$ cat src/rtl/lc4_pipe_pkg.sv
// ---------------------------------------------------------------------------
// lc4_pipe_pkg
// Shared constants and types for the LC4 pipeline stages.
//   REG_SEL_W  width of a register selector (8 architectural registers)
//   NUM_REGS   number of architectural registers
//   SB_W       default width of one scoreboard counter
//   DATA_W     default data / PC word width
//   INSN_W     instruction word width
//   stage_payload_t  everything the operand-fetch stage hands to execute
// ---------------------------------------------------------------------------
package lc4_pipe_pkg;

    localparam int REG_SEL_W = 3;
    localparam int NUM_REGS  = 8;
    localparam int SB_W      = 2;
    localparam int DATA_W    = 16;
    localparam int INSN_W    = 16;

    // Execute-side entry. The data fields use DATA_W, so a stage built on
    // this payload must be instantiated with its word width equal to DATA_W.
    typedef struct packed {
        logic [INSN_W-1:0]    insn;
        logic [DATA_W-1:0]    pc;
        logic [DATA_W-1:0]    rs_data;
        logic [DATA_W-1:0]    rt_data;
        logic [REG_SEL_W-1:0] rd;
        logic                 rd_we;
    } stage_payload_t;

endpackage

$ cat src/rtl/lc4_scoreboard.sv
// ---------------------------------------------------------------------------
// lc4_scoreboard
// One small counter per architectural register, counting writes that have
// issued but not yet written back.
//   clk, rst          clock, asynchronous active-low reset
//   gwe               global write enable; counters freeze while 0
//   i_clear           flush: all counters to zero, writeback ignored
//   i_inc_en/_reg     an instruction writing i_inc_reg issues this cycle
//   i_dec_en/_reg     a writeback to i_dec_reg happens this cycle
//   i_rs, i_rt        source selectors to check
//   i_rd              destination selector to check
//   o_rs_busy         rs still has a write in flight after this cycle's writeback
//   o_rt_busy         same for rt
//   o_rd_full         rd counter is saturated and no writeback frees a slot
// ---------------------------------------------------------------------------
module lc4_scoreboard
    import lc4_pipe_pkg::*;
#(
    parameter int SB_W = lc4_pipe_pkg::SB_W
) (
    input  logic                 clk,
    input  logic                 rst,
    input  logic                 gwe,
    input  logic                 i_clear,
    input  logic                 i_inc_en,
    input  logic [REG_SEL_W-1:0] i_inc_reg,
    input  logic                 i_dec_en,
    input  logic [REG_SEL_W-1:0] i_dec_reg,
    input  logic [REG_SEL_W-1:0] i_rs,
    input  logic [REG_SEL_W-1:0] i_rt,
    input  logic [REG_SEL_W-1:0] i_rd,
    output logic                 o_rs_busy,
    output logic                 o_rt_busy,
    output logic                 o_rd_full
);

    localparam logic [SB_W-1:0] CNT_MAX = '1;
    localparam logic [SB_W-1:0] CNT_ONE = SB_W'(1);

    logic [SB_W-1:0]     r_cnt [NUM_REGS];
    logic [NUM_REGS-1:0] w_inc;
    logic [NUM_REGS-1:0] w_dec;

    // One-hot increment / decrement vectors.
    always_comb begin
        w_inc = '0;
        w_dec = '0;
        if (i_inc_en) w_inc[i_inc_reg] = 1'b1;
        if (i_dec_en) w_dec[i_dec_reg] = 1'b1;
    end

    // Busy is judged net of this cycle's writeback, so a dependent
    // instruction can issue in the same cycle as the producer's writeback
    // (the top bypasses the data). A full destination is likewise released
    // by a same-cycle writeback.
    always_comb begin
        o_rs_busy = (r_cnt[i_rs] - SB_W'(w_dec[i_rs])) != '0;
        o_rt_busy = (r_cnt[i_rt] - SB_W'(w_dec[i_rt])) != '0;
        o_rd_full = (r_cnt[i_rd] == CNT_MAX) && !w_dec[i_rd];
    end

    // Counter update. Inc and dec on the same register cancel; a stray
    // decrement of an empty counter is dropped rather than wrapping.
    always_ff @(posedge clk or negedge rst) begin
        if (!rst) begin
            for (int r = 0; r < NUM_REGS; r++) r_cnt[r] <= '0;
        end else if (gwe) begin
            if (i_clear) begin
                for (int r = 0; r < NUM_REGS; r++) r_cnt[r] <= '0;
            end else begin
                for (int r = 0; r < NUM_REGS; r++) begin
                    if (w_inc[r] && !w_dec[r]) begin
                        r_cnt[r] <= r_cnt[r] + CNT_ONE;
                    end else if (!w_inc[r] && w_dec[r] && (r_cnt[r] != '0)) begin
                        r_cnt[r] <= r_cnt[r] - CNT_ONE;
                    end
                end
            end
        end
    end

    // A writeback to a register with nothing in flight means the pipeline
    // and the scoreboard have lost track of each other.
    a_no_dec_at_zero : assert property (
        @(posedge clk) disable iff (!rst)
        (gwe && !i_clear && i_dec_en && !(i_inc_en && (i_inc_reg == i_dec_reg)))
            |-> (r_cnt[i_dec_reg] != '0)
    );

endmodule

$ cat src/rtl/lc4_operand_fetch.sv
// ---------------------------------------------------------------------------
// lc4_operand_fetch
// Decode->execute stage: reads rs/rt from the register file, bypasses a
// same-cycle writeback, stalls on RAW hazards via the scoreboard and hands
// the operands to execute over a valid/ready handshake.
//   clk, rst                 clock, asynchronous active-low reset
//   gwe                      global write enable
//   i_valid / o_ready        decode-side handshake
//   i_insn, i_pc             passed through to execute
//   i_rs, i_rt, i_rs_re, i_rt_re   source selectors and read enables
//   i_rd, i_rd_we            destination and its write enable
//   o_rf_rs, o_rf_rt         regfile read selectors (combinational)
//   i_rf_rs_data/_rt_data    regfile read data
//   i_wb_rd, i_wb_we, i_wb_data    regfile write port, observed
//   i_flush                  squash this stage and all in-flight writes
//   o_valid / i_ready        execute-side handshake
//   o_insn .. o_rd_we        registered execute-side entry
// ---------------------------------------------------------------------------
module lc4_operand_fetch
    import lc4_pipe_pkg::*;
#(
    parameter int n    = DATA_W,
    parameter int SB_W = lc4_pipe_pkg::SB_W
) (
    input  logic                 clk,
    input  logic                 rst,
    input  logic                 gwe,
    input  logic                 i_valid,
    output logic                 o_ready,
    input  logic [INSN_W-1:0]    i_insn,
    input  logic [n-1:0]         i_pc,
    input  logic [REG_SEL_W-1:0] i_rs,
    input  logic [REG_SEL_W-1:0] i_rt,
    input  logic                 i_rs_re,
    input  logic                 i_rt_re,
    input  logic [REG_SEL_W-1:0] i_rd,
    input  logic                 i_rd_we,
    output logic [REG_SEL_W-1:0] o_rf_rs,
    output logic [REG_SEL_W-1:0] o_rf_rt,
    input  logic [n-1:0]         i_rf_rs_data,
    input  logic [n-1:0]         i_rf_rt_data,
    input  logic [REG_SEL_W-1:0] i_wb_rd,
    input  logic                 i_wb_we,
    input  logic [n-1:0]         i_wb_data,
    input  logic                 i_flush,
    output logic                 o_valid,
    input  logic                 i_ready,
    output logic [INSN_W-1:0]    o_insn,
    output logic [n-1:0]         o_pc,
    output logic [n-1:0]         o_rs_data,
    output logic [n-1:0]         o_rt_data,
    output logic [REG_SEL_W-1:0] o_rd,
    output logic                 o_rd_we
);

    logic           r_valid;
    stage_payload_t r_payload;
    stage_payload_t w_next_payload;

    logic   [n-1:0] w_rs_data;
    logic   [n-1:0] w_rt_data;
    logic           w_rs_busy;
    logic           w_rt_busy;
    logic           w_rd_full;
    logic           w_hazard;
    logic           w_issue;

    assign o_rf_rs = i_rs;
    assign o_rf_rt = i_rt;

    // The regfile only shows a write after the edge, so a writeback landing
    // this cycle must be forwarded in place of the stale read data.
    always_comb begin
        w_rs_data = (i_wb_we && (i_wb_rd == i_rs)) ? i_wb_data : i_rf_rs_data;
        w_rt_data = (i_wb_we && (i_wb_rd == i_rt)) ? i_wb_data : i_rf_rt_data;
    end

    lc4_scoreboard #(
        .SB_W (SB_W)
    ) u_sb (
        .clk       (clk),
        .rst       (rst),
        .gwe       (gwe),
        .i_clear   (i_flush),
        .i_inc_en  (w_issue && i_rd_we),
        .i_inc_reg (i_rd),
        .i_dec_en  (i_wb_we),
        .i_dec_reg (i_wb_rd),
        .i_rs      (i_rs),
        .i_rt      (i_rt),
        .i_rd      (i_rd),
        .o_rs_busy (w_rs_busy),
        .o_rt_busy (w_rt_busy),
        .o_rd_full (w_rd_full)
    );

    // Unused sources never stall; a saturated destination counter does.
    always_comb begin
        w_hazard = (i_rs_re && w_rs_busy) || (i_rt_re && w_rt_busy) || (i_rd_we && w_rd_full);
        o_ready  = gwe && !i_flush && !w_hazard && (!r_valid || i_ready);
        w_issue  = i_valid && o_ready;
    end

    always_comb begin
        w_next_payload.insn    = i_insn;
        w_next_payload.pc      = i_pc;
        w_next_payload.rs_data = w_rs_data;
        w_next_payload.rt_data = w_rt_data;
        w_next_payload.rd      = i_rd;
        w_next_payload.rd_we   = i_rd_we;
    end

    // Execute-side entry. Flush beats issue; the payload only changes on
    // issue, so a stalled entry holds bit-stable.
    always_ff @(posedge clk or negedge rst) begin
        if (!rst) begin
            r_valid   <= 1'b0;
            r_payload <= '0;
        end else if (gwe) begin
            if (i_flush) begin
                r_valid <= 1'b0;
            end else if (w_issue) begin
                r_valid   <= 1'b1;
                r_payload <= w_next_payload;
            end else if (r_valid && i_ready) begin
                r_valid <= 1'b0;
            end
        end
    end

    assign o_valid   = r_valid;
    assign o_insn    = r_payload.insn;
    assign o_pc      = r_payload.pc;
    assign o_rs_data = r_payload.rs_data;
    assign o_rt_data = r_payload.rt_data;
    assign o_rd      = r_payload.rd;
    assign o_rd_we   = r_payload.rd_we;

endmodule
$ cat config.mk
export PLATFORM = sky130hd
export DESIGN_NAME = lc4_operand_fetch
export DESIGN_NICKNAME = d
export VERILOG_FILES = /design/src/rtl/lc4_pipe_pkg.sv /design/src/rtl/lc4_scoreboard.sv /design/src/rtl/lc4_operand_fetch.sv
export SDC_FILE = /design/constraint.sdc
export NUM_CORES = 1
export LEC_CHECK = 0
export CORE_MARGIN = 2
export CORE_UTILIZATION = 40
export CTS_BUF_LIST = sky130_fd_sc_hd__clkbuf_4
export DETAILED_ROUTE_END_ITERATION = 8
export PLACE_DENSITY = 0.84
export SYNTH_ARGS = -nofsm -noshare
export SYNTH_HDL_FRONTEND = slang
export SYNTH_SLANG_ARGS = --single-unit
$ cat constraint.sdc
create_clock -name clk -period 3.1 [get_ports clk]
set_clock_uncertainty 0.1 [all_clocks]
set_input_delay 0.62 -clock clk [delete_from_list [all_inputs] [get_ports clk]]
set_output_delay 0.62 -clock clk [all_outputs]
set_load 0.02 [all_outputs]
==> results.json, run 1 <==
{
  "status": "finished, violations left",
  "violations": "setup timing",
  "cp_cell_sequence": "clkdlybuf4s15_2, mux4_2, mux2i_1, xor2_1, a2111oi_4, nand2_1, nor2_2, buf_6",
  "avgSynthCellArea_sq_um": 10.5,
  "multiInputGateArea_sq_um": 2360,
  "synthArstFlopShare": 1.00,
  "grt_pass1_vias": 4488,
  "synth_seq_cells": 85,
  "r2r-start": "u_sb.r_cnt[0]",
  "dr_total_vias": 4353,
  "core_sq_um": 11500,
  "postSynthCellCount": 449,
  "powerDensity_nw_per_um2": 516,
  "final_cell_mix": "clkdlybuf4s50_1, dfrtp_1, buf_4, nor2_1",
  "slowest_delay_ps": 510,
  "vdd_drop_max_mv": 0.381,
  "p_leak_uw": 0.00309,
  "maxCapViolations": 0,
  "synthSimpleGateAreaFrac": 0.142,
  "grt_max_degree": 49,
  "cts_hold_buf": 0,
  "worstMarginPinSlew_ps": 474,
  "hold_path_class": "in2async",
  "cts_made_buffers": 9,
  "end_kind": "primary output",
  "switching_share": 0.344,
  "fmax_ghz": 0.311,
  "timing.hold.ws_ps": 13.1,
  "die_area_sq_um": 12700,
  "grt_setup_unrepaired": "yes",
  "diodes": 0,
  "synthFlopType": "dfrtp_1",
  "dieWidth_microns": 113,
  "cp-startpoint": "i_rs[0]",
  "firstDrtPassIters": 8,
  "timing.final.ws_setup_ps": -118,
  "relSlewSlack": 0.680,
  "dp_hpwl_microns": 11400,
  "synth_area_sq_um": 4720,
  "clock_latency_ps": 440,
  "power.share.combinational": 0.417,
  "grt_pass1_wl_microns": 22900,
  "viasPerCell": 5.42,
  "numPortBuffers": 177,
  "cts_root_buf": "clkbuf_4",
  "clkPwrFrac": 0.174,
  "critPathKind": "in2out",
  "synthAdderAreaFrac": 0,
  "ys_types": 53,
  "path_clk_slew_ps": 130,
  "final_hold_viol_count": 0,
  "initial_core_util": 0.411,
  "ios": 178,
  "max-clock-path-buffers": 2,
  "ant_nets": 0,
  "synth_top_family_by_area": "multiplexers",
  "layout-drive-gt1-share": 0.195,
  "grt_util_all_layers": 0.230,
  "synth_compound_area_frac": 0.122,
  "p_int_uw": 2390,
  "routed_wl_microns": 14700,
  "fillers": 959,
  "drc": 0,
  "grt_overflow": 0,
  "final.period_utilization": 1.04,
  "period_needed_ps": 3220,
  "synth-edff-count": 0,
  "routedWlPerCell_microns": 18.3,
  "cp_data_arrival_time_ps": 2500,
  "seq_area_sq_um": 2130,
  "place.gp.congestion": 0.898,
  "slowest_stage": "mux4_2",
  "rows": 39,
  "die_h_microns": 113,
  "ctsHtreeMaxLevel": 3,
  "cts_tree": "yes",
  "seq_power_share": 0.409,
  "antenna_found_initial": 0,
  "setup_viol": 1,
  "ys.warnings.count": 0,
  "drtIter0Drc": 220,
  "crit_required_ps": 2380,
  "final_common_cell": "clkdlybuf4s50_1",
  "slew_viol_final": 0,
  "ys_seq_area_frac": 0.451,
  "nets": 759,
  "syn-num-nets": 551,
  "dp_slack_ps": -1070,
  "clkSinkCount": 85,
  "critPathLaunchType": "primary input",
  "synth_mux_area_frac": 0.209,
  "yosys.area_share.xor_xnor": 0.0241,
  "area_delta_synth_final_pct": 50.0,
  "p_sw_uw": 1260,
  "crit_fanout": 3
}
==> timing repair <==
| item | in CTS | in global routing |
|---|---|---|
| resized for setup | 14 | 1 |
| pin swaps | 1 | 0 |
| endpoints found under the setup margin | 86 | 2 |
| setup buffers | 0 | 0 |
==> path summary, 6_finish.rpt <==
path                             endpoint  slack [ps]  cells past startpoint
max                               o_ready        -120                      8
max reg2reg                u_sb.r_cnt[12]         110                     10
min                               o_pc[3]          10                      1
min reg2reg                      o_pc[14]         420                      1
min in group clk                 o_pc[14]         420                      1
max in group asynchronous  u_sb.r_cnt[13]        2250                      2
==> power groups by stage <==
stage | clock network (uW) | registers, uW | logic [uW]
floorplan | 0 | 1810 | 388
global placement | 0 | 1500 | 1500
detailed placement | 0 | 1520 | 1520
CTS | 655 | 1500 | 1530
global route | 697 | 1530 | 1600
finish | 634 | 1490 | 1520
==> synth_stat cells, drive strengths merged (2+ instances only) <==
cell type,count,area share
a22oi,6,0.0095
a21boi,4,0.0072
nand4,7,0.0093
nor2,44,0.035
or3b,2,0.0037
a31oi,9,0.013
and3,3,0.0040
a211o,2,0.0037
or3,3,0.0040
clkbuf,11,0.0090
o221ai,3,0.0056
nor3,7,0.0074
a22o,4,0.0074
dfrtp,85,0.45
nor4,3,0.0040
nor2b,7,0.0093
o31ai,2,0.0032
mux2i,39,0.083
nand2,16,0.013
xnor2,12,0.022
nand3b,2,0.0032
inv,7,0.0056
o21ai,13,0.014
nand3,11,0.012
a21oi,37,0.039
buf,29,0.038
nor3b,8,0.013
nand2b,11,0.015
mux4,7,0.033
mux2,39,0.093
==> metrics by stage <==
stage / power, uW / std cells / cell area (sq um) / util / TNS [ps]
6_report: 3650 / 803 / 7080 / 0.617 / -118
2_1_floorplan: 2200 / 449 / 4720 / - / 0
5_1_grt: 3830 / 803 / 7080 / 0.617 / -189
3_3_place_gp: 2990 / 789 / 6930 / 0.605 / -55360
4_1_cts: 3680 / 803 / 7070 / 0.617 / -146
3_5_place_dp: 3040 / 789 / 6930 / 0.605 / -59780
==> kinds of logic (layout without fill, tap and decap cells) <==
logic type	count (synthesis)	count (layout)
buf+inv	47	258
flops	85	85
simple gates	129	129
xor+xnor	13	13
compound gates	90	90
mux	85	85
==> final cells by class <==
cell class | instances | share of cell area
Sequential cell | 85 | 0.301
Inverter | 7 | 0.00371
Multi-Input combinational cell | 317 | 0.334
Clock buffer | 10 | 0.0106
Tap cell | 143 | 0.0253
Clock inverter | 4 | 0.00707
Timing Repair Buffer | 237 | 0.319
==> sequential cells by signal, indices dropped and copies added (netlist names) <==
register / count
o_insn: 16
o_valid: 1
o_rd_we: 1
u_sb.r_cnt: 16
o_rs_data: 16
o_pc: 16
o_rt_data: 16
o_rd: 3
==> worst max-delay path, delay by kind of cell <==
kind / cells / cell delay, ps
AOI/OAI and AO/OA: 1 / 390
xor gates and xnor gates: 1 / 130
buffers and inverters: 2 / 360
muxes: 2 / 710
and+or+nand+nor: 2 / 290
==> routing by layer <==
| layer | GRT usage | share of wire |
|---|---|---|
| met2 | 0.410 | 0.53 |
| met1 | 0.270 | 0.38 |
| met3 | 0.0448 | 0.062 |
| met5 | 0 | 0 |
| met4 | 0.0927 | 0.024 |
Note: power is estimated with default switching activity, not from simulation.
==> run 2, diff against run 1 <==
GPL_ROUTABILITY_DRIVEN = 1   (was not set)
SETUP_SLACK_MARGIN = 0.5   (was not set)
==> results.json, run 2 (synthesis gave the netlist of run 1 again) <==
{
  "final_common_cell": "clkdlybuf4s50_1",
  "path_clk_slew_ps": 150,
  "p_total_uw": 4000,
  "drc": 0,
  "cts_tree": "yes",
  "grt_pass1_vias": 5065,
  "status": "finished, violations left",
  "r2r-start": "u_sb.r_cnt[0]",
  "final.period_utilization": 1.04,
  "powerDensity_nw_per_um2": 475,
  "rows": 39,
  "setup_viol": 1,
  "period_needed_ps": 3230,
  "dr_total_vias": 4638,
  "dp_cells": 787,
  "timing.hold.ws_ps": 57.2,
  "crit_fanout": 2,
  "timing.final.ws_setup_ps": -135,
  "p_leak_uw": 0.00362,
  "worstMarginPinSlew_ps": 547,
  "ant_nets": 0,
  "routedWlPerCell_microns": 20.5,
  "routed_wl_microns": 17300,
  "firstDrtPassIters": 4,
  "cts_made_buffers": 9,
  "fmax_ghz": 0.309,
  "fin_tns_setup_ps": -135,
  "final_cells": 842,
  "die_area_sq_um": 12700,
  "dp_hpwl_microns": 11200,
  "ios": 178,
  "end_kind": "primary output",
  "final_cell_mix": "clkdlybuf4s50_1, dfrtp_1, buf_4, mux2i_1, mux2_4",
  "place.gp.congestion": 0.908,
  "final_hold_viol_count": 0,
  "viasPerCell": 5.51,
  "antenna_found_initial": 0,
  "r2r_setup_slack_ps": 60,
  "core_sq_um": 11500,
  "dieWidth_microns": 113,
  "grt_pass1_wl_microns": 26800,
  "ctsHtreeMaxLevel": 3,
  "grt_util_all_layers": 0.270,
  "nets": 795,
  "worstRegToRegCells": 12,
  "layout-drive-gt1-share": 0.341,
  "vdd_drop_max_mv": 0.472,
  "relSlewSlack": 0.631,
  "critPathLaunchType": "flop",
  "crit_required_ps": 2380,
  "multiInputGateArea_sq_um": 2950,
  "grt_setup_unrepaired": "yes",
  "cts_root_buf": "clkbuf_4",
  "violations": "setup timing",
  "initial_core_util": 0.411,
  "drtIter0Drc": 280,
  "die_h_microns": 113,
  "critPathKind": "reg2out",
  "hold_path_class": "in2async",
  "grt_overflow": 0,
  "maxCapViolations": 0,
  "numPortBuffers": 177,
  "area_delta_synth_final_pct": 78.4,
  "clkSinkCount": 85,
  "max-clock-path-buffers": 2,
  "seq_area_sq_um": 2130,
  "fillers": 769,
  "slew_viol_final": 0,
  "r2r_end": "u_sb.r_cnt[7]",
  "cp_data_arrival_time_ps": 2510,
  "grt_max_degree": 86,
  "clock_latency_ps": 480
}
==> run 2: cell types whose count changed in the layout (fill, tap and decap cells not counted), moves of 12 or more <==
cell     delta
buf_6      +14
nor2_4     +19
nor2_1     -19
a21oi_1    -33
buf_16     +12
mux2_4     +36
a21oi_2    +33
buf_12     +12
mux2_2     -36
==> run 2: worst max-delay path, stage by stage, from the launching register on <==
cell and delay [ps]:
dfrtp_1 440, mux4_2 490, mux2i_2 170, xor2_1 130, a2111oi_4 380, nand2_1 160
nor2_2 130, buf_6 130
==> run 2: layout make-up <==
cell class | instances | share of cell area
antenna | 1 | 0.000297
timing repair buffer | 273 | 0.359
tap | 143 | 0.0213
multi-input combinational | 317 | 0.350
clock buffer | 11 | 0.00981
sequential | 85 | 0.253
clock inverter | 5 | 0.00401
inverter | 7 | 0.00312
==> run 2: repair_timing <==
| action | 4_1_cts | 5_1_grt |
|---|---|---|
| pin swaps | 19 | 16 |
| endpoints found under the setup margin | 91 | 87 |
| buffers inserted | 23 | 4 |
| cloned | 11 | 0 |
| hold buffers | 0 | 0 |
| resized for setup | 173 | 29 |
==> run 2: through the flow <==
| step | util | instance area, sq um | setup slack (ps) |
|---|---|---|---|
| 6_report | 0.734 | 8420 | -135 |
| 3_5_place_dp | 0.607 | 6960 | -1000 |
| 3_3_place_gp | 0.607 | 6960 | -959 |
| 2_1_floorplan | - | 4790 | 173 |
| 5_1_grt | 0.734 | 8410 | -185 |
| 4_1_cts | 0.720 | 8260 | -182 |
==> run 2: how the worst max path moves through the flow <==
stage | slack, ps | cells past startpoint | endpoint | startpoint
after floorplan | 170 | 11 | u_sb.r_cnt[0] | i_rs[0]
after global placement | -960 | 8 | o_ready | i_rs[0]
after detailed placement | -1000 | 8 | o_ready | i_rs[0]
after CTS | -180 | 7 | o_ready | u_sb.r_cnt[0]
after global routing | -180 | 7 | o_ready | u_sb.r_cnt[0]
final | -130 | 7 | o_ready | u_sb.r_cnt[4]
==> run 2: routing by layer <==
layer	vias up	track usage	share of wire
li1	2112	-	-
met1	2285	0.317	0.38
met2	193	0.479	0.53
met3	48	0.0529	0.061
met4	0	0.114	0.033
met5	-	0	0
==> run 2: power by group <==
group          internal, uW  switching (uW)  leakage [uW]
clock                   185             416     0.0000653
sequential             1360             191       0.00102
combinational          1010             838       0.00254
==> run 3, diff against run 2 <==
CORE_MARGIN = 4   (was 2)
==> results.json, run 3 (synthesis gave the netlist of run 1 again) <==
{
  "clkSinkCount": 85,
  "final_common_cell": "clkdlybuf4s50_1",
  "maxCapViolations": 0,
  "final_hold_viol_count": 0,
  "slowest_delay_ps": 490,
  "dr_total_vias": 4801,
  "crit_required_ps": 2380,
  "area_delta_synth_final_pct": 77.9,
  "hold_path_class": "in2async",
  "placed_area_sq_um": 6940,
  "die_area_sq_um": 13600,
  "fin_area_sq_um": 8390,
  "cp_data_arrival_time_ps": 2520,
  "dp_hpwl_microns": 11700,
  "final.period_utilization": 1.05,
  "antenna_found_initial": 0,
  "grt.met2_usage": 0.456,
  "critPathLaunchType": "flop",
  "max-clock-path-buffers": 2,
  "power.share.combinational": 0.469,
  "layout-drive-gt1-share": 0.325,
  "status": "finished, violations left",
  "gr-usage-met1": 0.320,
  "dieWidth_microns": 117,
  "drtIter0Drc": 318,
  "cts_tree": "yes",
  "ant_nets": 0,
  "grt_pass1_vias": 5060,
  "viasPerCell": 5.70,
  "relSlewSlack": 0.588,
  "cts_hold_buf": 0,
  "grt_max_degree": 49,
  "routed_wl_microns": 18500,
  "cp_top_family": "multiplexers",
  "dp_cells": 788,
  "fin_util": 0.732,
  "clkPwrFrac": 0.147,
  "cp_num_buf_inv": 1,
  "path_clk_slew_ps": 170,
  "slowest_stage": "mux4_2",
  "seq_power_share": 0.384,
  "grt_util_all_layers": 0.264,
  "ios": 178,
  "powerDensity_nw_per_um2": 478,
  "firstDrtPassIters": 7,
  "grt.busiest_layer": "met2",
  "p_sw_uw": 1470,
  "drc": 0,
  "vdd_drop_max_mv": 0.493,
  "fmax_ghz": 0.308,
  "period_needed_ps": 3240,
  "slew_viol_final": 0,
  "crit_fanout": 2,
  "switching_share": 0.367,
  "cts_made_buffers": 9,
  "grtUsageMet3": 0.0554,
  "end_kind": "primary output",
  "critPathKind": "reg2out",
  "timing.final.ws_setup_ps": -144,
  "ctsHtreeMaxLevel": 3,
  "place.gp.congestion": 0.902,
  "p_int_uw": 2540,
  "setup_viol": 17,
  "dp_slack_ps": -1000,
  "timing.hold.ws_ps": 35.4,
  "cts_root_buf": "clkbuf_4",
  "nets": 796,
  "numPortBuffers": 177,
  "grt_pass1_wl_microns": 27500,
  "clock_latency_ps": 480,
  "fillers": 756,
  "worstMarginPinSlew_ps": 618,
  "core_sq_um": 11500,
  "violations": "setup timing",
  "p_leak_uw": 0.00359,
  "routedWlPerCell_microns": 22.0,
  "final_cell_mix": "clkdlybuf4s50_1, dfrtp_1, buf_4, mux2i_1, mux2_4",
  "final_cells": 843,
  "rows": 39,
  "die_h_microns": 117,
  "initial_core_util": 0.411,
  "cp_cell_sequence": "mux4_2, mux2i_2, xor2_1, a2111oi_4, nand2_1, nor2_2, buf_6",
  "grt_overflow": 0,
  "grt_setup_unrepaired": "yes"
}
[run 3: changes by cell type in the layout (fill, tap and decap cells not counted), moves of 4 or more]
| cell | change |
|---|---|
| a21oi_4 | +8 |
| buf_6 | -4 |
| buf_4 | +4 |
| a31oi_4 | -4 |
| a21oi_2 | -10 |
[run 3: final timing paths]
path                                from              to  slack (ps)  cells after the start
max                        u_sb.r_cnt[0]         o_ready        -140                      7
min                                  rst    o_rt_data[1]          40                      1
max reg2reg                u_sb.r_cnt[0]  u_sb.r_cnt[14]         -50                     13
min reg2reg                      o_pc[2]         o_pc[2]         420                      1
max in group asynchronous            rst  u_sb.r_cnt[13]        2190                      2
min in group clk                 o_pc[2]         o_pc[2]         420                      1
[run 3: final cells by class]
class / count / area [sq um] / area share
timing repair buffer: 273 / 3040 / 0.362
multi-input combinational: 318 / 2910 / 0.346
sequential: 85 / 2130 / 0.253
tap: 143 / 179 / 0.0213
clock buffer: 9 / 67.6 / 0.00805
clock inverter: 7 / 48.8 / 0.00581
inverter: 7 / 26.3 / 0.00313
antenna: 1 / 2.50 / 0.000298
[run 3: what timing repair did]
| item | 4_1_cts | 5_1_grt |
|---|---|---|
| setup buffers | 17 | 5 |
| pin swaps | 11 | 12 |
| resized for setup | 141 | 40 |
| cloned | 15 | 1 |
| setup endpoints to repair | 90 | 87 |
[run 3: power by group through the flow]
stage	combinational [uW]	sequential [uW]	clock [uW]
2_1_floorplan	403	1810	0
3_3_place_gp	1500	1500	0
3_5_place_dp	1540	1520	0
4_1_cts	1790	1520	596
5_1_grt	1970	1580	637
6_report	1880	1540	588
[run 3: worst reg2reg max path, stage by stage, from the launching register on]
cell	delay, ps
dfrtp_1	460
mux4_2	490
mux2i_2	180
xor2_1	130
a2111oi_4	390
buf_4	190
and4b_4	300
buf_12	120
buf_6	90
buf_12	110
buf_16	140
nand3_4	90
mux2i_1	180
nand3_1	100
[run 3: metal layers]
layer | part of all wire | up-vias
li1 | - | 2122
met2 | 0.53 | 251
met3 | 0.071 | 53
met5 | 0 | -
met4 | 0.034 | 0
met1 | 0.37 | 2375
[run 3: through the flow]
stage,power [uW],setup TNS (ps)
floorplan,2220,0
global placement,3010,-50180
detailed placement,3060,-52560
CTS,3900,-498
global route,4190,-3160
finish,4010,-423
